$ cat config.mk
export PLATFORM = sky130hd
export DESIGN_NAME = fetch_unit_flat
export DESIGN_NICKNAME = d
export VERILOG_FILES = /design/src/rtl/fetch_pkg.sv /design/src/rtl/fetch_if.sv /design/src/rtl/pc_next_logic.sv /design/src/rtl/fetch_unit.sv /design/src/flat_wrapper.sv
export SDC_FILE = /design/constraint.sdc
export NUM_CORES = 1
export LEC_CHECK = 0
export ABC_AREA = 1
export CORE_ASPECT_RATIO = 1.25
export CORE_UTILIZATION = 35
export DETAILED_ROUTE_END_ITERATION = 10
export HOLD_SLACK_MARGIN = 0.03
export PLACE_DENSITY = 0.76
export REMOVE_ABC_BUFFERS = 1
export SLEW_MARGIN = 20
export SYNTH_ARGS = -nofsm -noshare
export SYNTH_HDL_FRONTEND = slang
export SYNTH_SLANG_ARGS = --single-unit
$ cat constraint.sdc
create_clock -name clk -period 1.1 [get_ports clk]
set_input_delay 0.22 -clock clk [delete_from_list [all_inputs] [get_ports clk]]
set_output_delay 0.22 -clock clk [all_outputs]
set_load 0.1 [all_outputs]
$ cat src/rtl/fetch_pkg.sv
// ============================================================================
// Module   : fetch_pkg
// Purpose  : Shared widths, constants and output-register state type for the
//            instruction fetch stage.
// Revision : 1.0  initial release
// ============================================================================
`default_nettype none

package fetch_pkg;
    localparam int INSTR_W          = 32;
    localparam int OFFSET_W         = 16;
    localparam int DEFAULT_RESET_PC = 0;
    localparam logic [INSTR_W-1:0] NOP_INSTR = 32'h0000_0000;

    // EMPTY: no instruction held for decode; FULL: out_instr/out_pc valid.
    typedef enum logic [0:0] {
        ST_EMPTY = 1'b0,
        ST_FULL  = 1'b1
    } out_state_t;
endpackage

`default_nettype wire

$ cat src/rtl/fetch_if.sv
// ============================================================================
// Module   : fetch_if
// Purpose  : Fetch-stage bus: instruction memory port, fetch/decode handshake
//            and branch redirect inputs.
// Revision : 1.0  initial release
// ============================================================================
`default_nettype none

interface fetch_if
    import fetch_pkg::*;
#(
    parameter int ADDR_W = 4
);
    logic [ADDR_W-1:0]   instruction_addr;
    logic [INSTR_W-1:0]  instruction;
    logic                out_valid;
    logic                out_ready;
    logic [INSTR_W-1:0]  out_instr;
    logic [ADDR_W-1:0]   out_pc;
    logic                redirect_valid;
    logic [ADDR_W-1:0]   redirect_pc;
    logic [OFFSET_W-1:0] redirect_offset;

    modport master (
        output instruction_addr, out_valid, out_instr, out_pc,
        input  instruction, out_ready, redirect_valid, redirect_pc, redirect_offset
    );

    modport slave (
        input  instruction_addr, out_valid, out_instr, out_pc,
        output instruction, out_ready, redirect_valid, redirect_pc, redirect_offset
    );
endinterface

`default_nettype wire

$ cat src/rtl/pc_next_logic.sv
// ============================================================================
// Module   : pc_next_logic
// Purpose  : Combinational next-PC select: branch target, pc+1 or hold.
// Revision : 1.0  initial release
// ============================================================================
`default_nettype none

module pc_next_logic
    import fetch_pkg::*;
#(
    parameter int ADDR_W = 4
) (
    input  wire logic [ADDR_W-1:0]   pc,
    input  wire logic                adv,
    input  wire logic                redirect_valid,
    input  wire logic [ADDR_W-1:0]   redirect_pc,
    input  wire logic [OFFSET_W-1:0] redirect_offset,
    output logic      [ADDR_W-1:0]   pc_next
);
    logic [ADDR_W-1:0] w_target;

    // Sign-extending cast keeps the sum modulo 2^ADDR_W, so negative offsets wrap.
    assign w_target = redirect_pc + ADDR_W'(1) + ADDR_W'($signed(redirect_offset));

    always_comb begin
        pc_next = pc;
        if (redirect_valid) begin
            pc_next = w_target;
        end else if (adv) begin
            pc_next = pc + ADDR_W'(1);
        end
    end
endmodule

`default_nettype wire

$ cat src/rtl/fetch_unit.sv
// ============================================================================
// Module   : fetch_unit
// Purpose  : Instruction fetch stage: PC register, registered fetch/decode
//            output with valid/ready, branch redirect with one-bubble flush.
//            Optional perf counters enabled by macro FETCH_PERF_CNT_EN.
// Revision : 1.0  initial release
// ============================================================================
`default_nettype none

module fetch_unit
    import fetch_pkg::*;
#(
    parameter int ADDR_W   = 4,
    parameter int RESET_PC = DEFAULT_RESET_PC
) (
    input  wire logic   clk,
    input  wire logic   rst,
`ifdef FETCH_PERF_CNT_EN
    output logic [31:0] fetch_count,
    output logic [31:0] stall_count,
`endif
    fetch_if.master     bus
);
    localparam logic [ADDR_W-1:0] c_reset_pc = ADDR_W'(RESET_PC);

    out_state_t          r_state;
    logic [ADDR_W-1:0]   r_pc;
    logic [INSTR_W-1:0]  r_out_instr;
    logic [ADDR_W-1:0]   r_out_pc;
    logic                w_out_valid;
    logic                w_adv;
    logic [ADDR_W-1:0]   w_pc_next;

    assign w_out_valid = (r_state == ST_FULL);
    assign w_adv       = !w_out_valid || bus.out_ready;

    pc_next_logic #(
        .ADDR_W (ADDR_W)
    ) u_pc_next_logic (
        .pc              (r_pc),
        .adv             (w_adv),
        .redirect_valid  (bus.redirect_valid),
        .redirect_pc     (bus.redirect_pc),
        .redirect_offset (bus.redirect_offset),
        .pc_next         (w_pc_next)
    );

    // Redirect flushes the output register even when the decoder is accepting.
    always_ff @(posedge clk or negedge rst) begin
        if (!rst) begin
            r_state     <= ST_EMPTY;
            r_pc        <= c_reset_pc;
            r_out_instr <= NOP_INSTR;
            r_out_pc    <= '0;
        end else begin
            r_pc <= w_pc_next;
            case (r_state)
                ST_EMPTY: begin
                    if (!bus.redirect_valid) begin
                        r_state     <= ST_FULL;
                        r_out_instr <= bus.instruction;
                        r_out_pc    <= r_pc;
                    end
                end
                ST_FULL: begin
                    if (bus.redirect_valid) begin
                        r_state <= ST_EMPTY;
                    end else if (bus.out_ready) begin
                        r_out_instr <= bus.instruction;
                        r_out_pc    <= r_pc;
                    end
                end
                default: r_state <= ST_EMPTY;
            endcase
        end
    end

`ifdef FETCH_PERF_CNT_EN
    logic [31:0] r_fetch_count;
    logic [31:0] r_stall_count;

    always_ff @(posedge clk or negedge rst) begin
        if (!rst) begin
            r_fetch_count <= '0;
            r_stall_count <= '0;
        end else begin
            if (w_out_valid && bus.out_ready) begin
                r_fetch_count <= r_fetch_count + 32'd1;
            end
            if (w_out_valid && !bus.out_ready && !bus.redirect_valid) begin
                r_stall_count <= r_stall_count + 32'd1;
            end
        end
    end

    assign fetch_count = r_fetch_count;
    assign stall_count = r_stall_count;
`endif

    assign bus.instruction_addr = r_pc;
    assign bus.out_valid        = w_out_valid;
    assign bus.out_instr        = r_out_instr;
    assign bus.out_pc           = r_out_pc;
endmodule

`default_nettype wire

$ cat src/flat_wrapper.sv
// flat-port wrapper written by rule: the top's interface ports become plain ports
module fetch_unit_flat import fetch_pkg::*;
#(
    parameter int ADDR_W   = 4,
    parameter int RESET_PC = DEFAULT_RESET_PC
)
  (clk, rst, bus_instruction_addr, bus_out_valid, bus_out_instr, bus_out_pc, bus_instruction, bus_out_ready, bus_redirect_valid, bus_redirect_pc, bus_redirect_offset);
  fetch_if #(.ADDR_W(ADDR_W)) bus_i ();
  input  wire logic clk;
  input  wire logic rst;
  output wire logic [$bits(bus_i.instruction_addr)-1:0] bus_instruction_addr;
  output wire logic [$bits(bus_i.out_valid)-1:0] bus_out_valid;
  output wire logic [$bits(bus_i.out_instr)-1:0] bus_out_instr;
  output wire logic [$bits(bus_i.out_pc)-1:0] bus_out_pc;
  input wire logic [$bits(bus_i.instruction)-1:0] bus_instruction;
  input wire logic [$bits(bus_i.out_ready)-1:0] bus_out_ready;
  input wire logic [$bits(bus_i.redirect_valid)-1:0] bus_redirect_valid;
  input wire logic [$bits(bus_i.redirect_pc)-1:0] bus_redirect_pc;
  input wire logic [$bits(bus_i.redirect_offset)-1:0] bus_redirect_offset;
  assign bus_instruction_addr = bus_i.instruction_addr;
  assign bus_out_valid = bus_i.out_valid;
  assign bus_out_instr = bus_i.out_instr;
  assign bus_out_pc = bus_i.out_pc;
  assign bus_i.instruction = bus_instruction;
  assign bus_i.out_ready = bus_out_ready;
  assign bus_i.redirect_valid = bus_redirect_valid;
  assign bus_i.redirect_pc = bus_redirect_pc;
  assign bus_i.redirect_offset = bus_redirect_offset;
  fetch_unit #(.ADDR_W(ADDR_W), .RESET_PC(RESET_PC)) u_core (.clk(clk), .rst(rst), .bus(bus_i));
endmodule
==> results.cfg, run 1 <==
[status]
status = finished with violations
violations_in_the_final_reports = negative setup slack

[die]
io_pins = 97
core_region_area_um2 = 4835
fp.dieArea_um2 = 5389
overall_die_height_um = 81.83
initial_utilization = 0.3690
die_outline_width_um = 65.86
fp-row-count = 28

[synth]
yosys.cell_count.top_type = nand2_1
synthAdderAreaFrac = 0.03927
synth-simple-area-share = 0.2833
postSynth.asyncResetShare = 1.000
synthMuxAreaShare = 0
synth_area_in_xor_xnor = 0.004909
ys_ff_latch = 41
area_leader_netlist = dfrtp_1
syn_inst = 206
synth_top_family_by_area = simple AND/OR/NAND/NOR gates
syn_area_um2 = 1784
synth_compound_area_frac = 0.02805
synth.top_cell.area_share = 0.5750
syn_avg_cell_area_um2 = 8.661
ys_top_cells_by_area = dfrtp_1 58%, nand2_1 25%, ha_1 2.8%, inv_1 2.7%, buf_6 2.5%
yosysSeqAreaShare = 0.5750
yosys-top-cells-count = 117 x nand2_1, 41 x dfrtp_1, 13 x inv_1
synth_edf_count = 0
synth_cell_type_count = 19
synth.yosys.warnings = 0
synth-main-ff-cell = dfrtp_1

[routing]
drt-vias-per-instance = 4.631
drt-wirelength-per-cell_um = 13.72
via_count = 1806
remaining_drc_errors = 0
drt_first_pass_iters = 4
detail-route-antenna-nets = 0
route.final.wire_length_um = 5351
drtIter0Drc = 69

[final_layout]
num_antenna_cells = 0
synthToLayoutAreaGrowth_pct = 105.3
final_net_count = 390
final_core_utilization = 0.7575
drive_gt1_frac = 0.3727

[pwr]
combinational_power_share = 0.544
p_switching_mw = 2.732
total_power_mw = 6.213
vdd_ir_drop_max_mv = 1.288
switching_share = 0.4396
power.density_nw_per_um2 = 1697
clock_power_frac = 0.146
power_frac_seq = 0.310
cell_internal_pwr_mw = 3.482
static-leakage-power_nw = 1.831

[timing]
worst-slew-pin-transition_ns = 0.2137
final-setup-viol-count = 49
period_minus_slack_ns = 1.193
timing_max_transition_violations_final = 0
grt_setup_unrepaired = yes
finalHoldViolCount = 0
worst_rel_slew_slack = 0.8575
min_period_over_period = 1.084
setup_total_negative_slack_ns = -1.816
setup_ws_ns = -0.09272
fin_skew_ns = 0.004029
fmax_mhz = 838.4

[place]
hpwlAfterDp_um = 3330
place.gp.congestion = 0.8112
place.port_buffers = 84

[setup_path]
timing.setup.critical_path_class = reg -> out
worstPathRequired_ns = 0.88
worst-path-max-fanout = 2
critical_path_arrival_ns = 0.97
critical_path.endpoint_type = primary output
timing.reg2reg.worst_path_depth = 8
critical_path.startpoint_type = flop

[global_route]
maximum_number_of_pins_on_one_net_before_global_route_repair = 42
grt_antenna_before_repair = 0
vias_in_the_first_global_route = 1738
globalRoute.totalOverflow = 0
gr-usage-all-layers = 0.1855
grt_first_pass_wirelength_um = 7507

[clock_tree]
clockRootBuffer = clkbuf_8
cts-root-to-sink-buffers = 2
tritoncts_clock_tree = done
cts-buffers-inserted = 5
clk_latency_ns = 0.28
clk_pin_slew_worst_paths_ns = 0.07
cts_sinks = 41
clock_tree.htree_level_count = 2

[hold_path]
worst_hold_stages = 4
holdCritPathClass = in -> reg

[flow_run]
cap_violations = 0
-- cell families (layout without fill, tap and decap cells) --
group                      Yosys count  count (layout)
adders and majority gates            5               5
buffers and inverters               22             146
and+or+nand+nor                    129             129
DFF                                 41              41
AOI/OAI and AO/OA                    8               8
xor gates and xnor gates             1               1
-- critical path, cell delays in order, from the launching register on --
cell	delay [ns]
dfrtp_1	0.40
buf_6	0.13
buf_12	0.15
-- timing repair --
action | CTS | global route
hold buffers | 1 | 0
setup buffers | 9 | 11
pin swaps | 11 | 8
endpoints found under the setup margin | 65 | 81
cloned | 0 | 4
endpoints found under the hold margin | 41 | 0
gates resized for setup | 33 | 30
-- area by class of cell --
| class | count | area, um2 |
|---|---|---|
| fillers | 311 | 1172 |
| clock buffers | 6 | 72.57 |
| inverters | 15 | 66.31 |
| clock inverters | 2 | 10.01 |
| flip-flops and latches | 41 | 1028 |
| repair buffers | 123 | 1668 |
| well taps | 60 | 75.07 |
| multi-input cells | 143 | 742.0 |
-- final timing paths --
check                                          startpoint                              to  slack (ns)
setup / recovery           u_core.bus.instruction_addr[1]         bus_instruction_addr[1]       -0.09
hold / removal                     bus_redirect_offset[0]  u_core.bus.instruction_addr[0]        0.35
setup reg to reg                     u_core.bus.out_valid        u_core.bus.out_instr[26]       -0.08
hold reg to reg                  u_core.bus.out_instr[14]        u_core.bus.out_instr[14]        0.55
max in group asynchronous                             rst  u_core.bus.instruction_addr[3]        0.46
min in group asynchronous                             rst        u_core.bus.out_instr[23]        0.43
-- metrics by stage --
stage | hold slack, ns | worst slack, ns | cell area, um2 | cells
CTS | 0.3406 | -0.09772 | 3396 | 375
detailed placement | 0.2033 | -0.7544 | 3181 | 357
global route | 0.3621 | -0.1349 | 3662 | 390
finish | 0.3484 | -0.09272 | 3662 | 390
floorplan | -0.07559 | -0.9113 | 1717 | 199
global placement | 0.2107 | -0.7023 | 3181 | 357
-- state kept, by name, summed over array words and instances, names as in the netlist --
register	flops
u_core.bus.instruction_addr	4
u_core.bus.out_instr	32
u_core.bus.out_valid	1
u_core.bus.out_pc	4
-- layout by cell type (no fill, tap or decap), types with 2 or more instances in the layout --
cell type and instances:
buf_12 46, buf_2 3, buf_4 23, buf_6 7, clkbuf_16 3, clkbuf_8 5
clkdlybuf4s50_1 36, clkinv_2 2, dfrtp_1 39, dfrtp_2 2, dlygate4sd2_1 4, ha_2 2
ha_4 2, inv_1 9, inv_2 4, nand2_1 103, nand2_2 13, nand3_1 4
nor2_1 2, o211ai_1 2, o21ai_1 2, or2_4 2
-- metal layers --
metal,up-vias,global-route usage,wire [um]
li1,870,-,-
met1,878,0.1941,2020
met2,52,0.3510,3028
met3,6,0.03889,203
met4,0,0.08043,98
met5,-,0,0
-- power by group through the flow --
| stage | logic [mW] | registers (mW) | clock network, mW |
|---|---|---|---|
| global route | 3.51 | 1.95 | 0.990 |
| floorplan | 0.296 | 3.32 | 0 |
| global placement | 2.98 | 1.95 | 0 |
| detailed placement | 3.01 | 1.97 | 0 |
| finish | 3.38 | 1.93 | 0.907 |
| CTS | 3.15 | 1.92 | 0.935 |
(Power assumes the default switching activity.)
==> inputs of run 2 (changes only) <==
--- a/config.mk
+++ b/config.mk
@@ -12,7 +12,7 @@
 export HOLD_SLACK_MARGIN = 0.03
 export PLACE_DENSITY = 0.76
 export REMOVE_ABC_BUFFERS = 1
-export SLEW_MARGIN = 20
+export SLEW_MARGIN = 30
 export SYNTH_ARGS = -nofsm -noshare
 export SYNTH_HDL_FRONTEND = slang
 export SYNTH_SLANG_ARGS = --single-unit
==> results of run 2 <==
The final DEF is identical to that of run 1; final timing and power are the same.
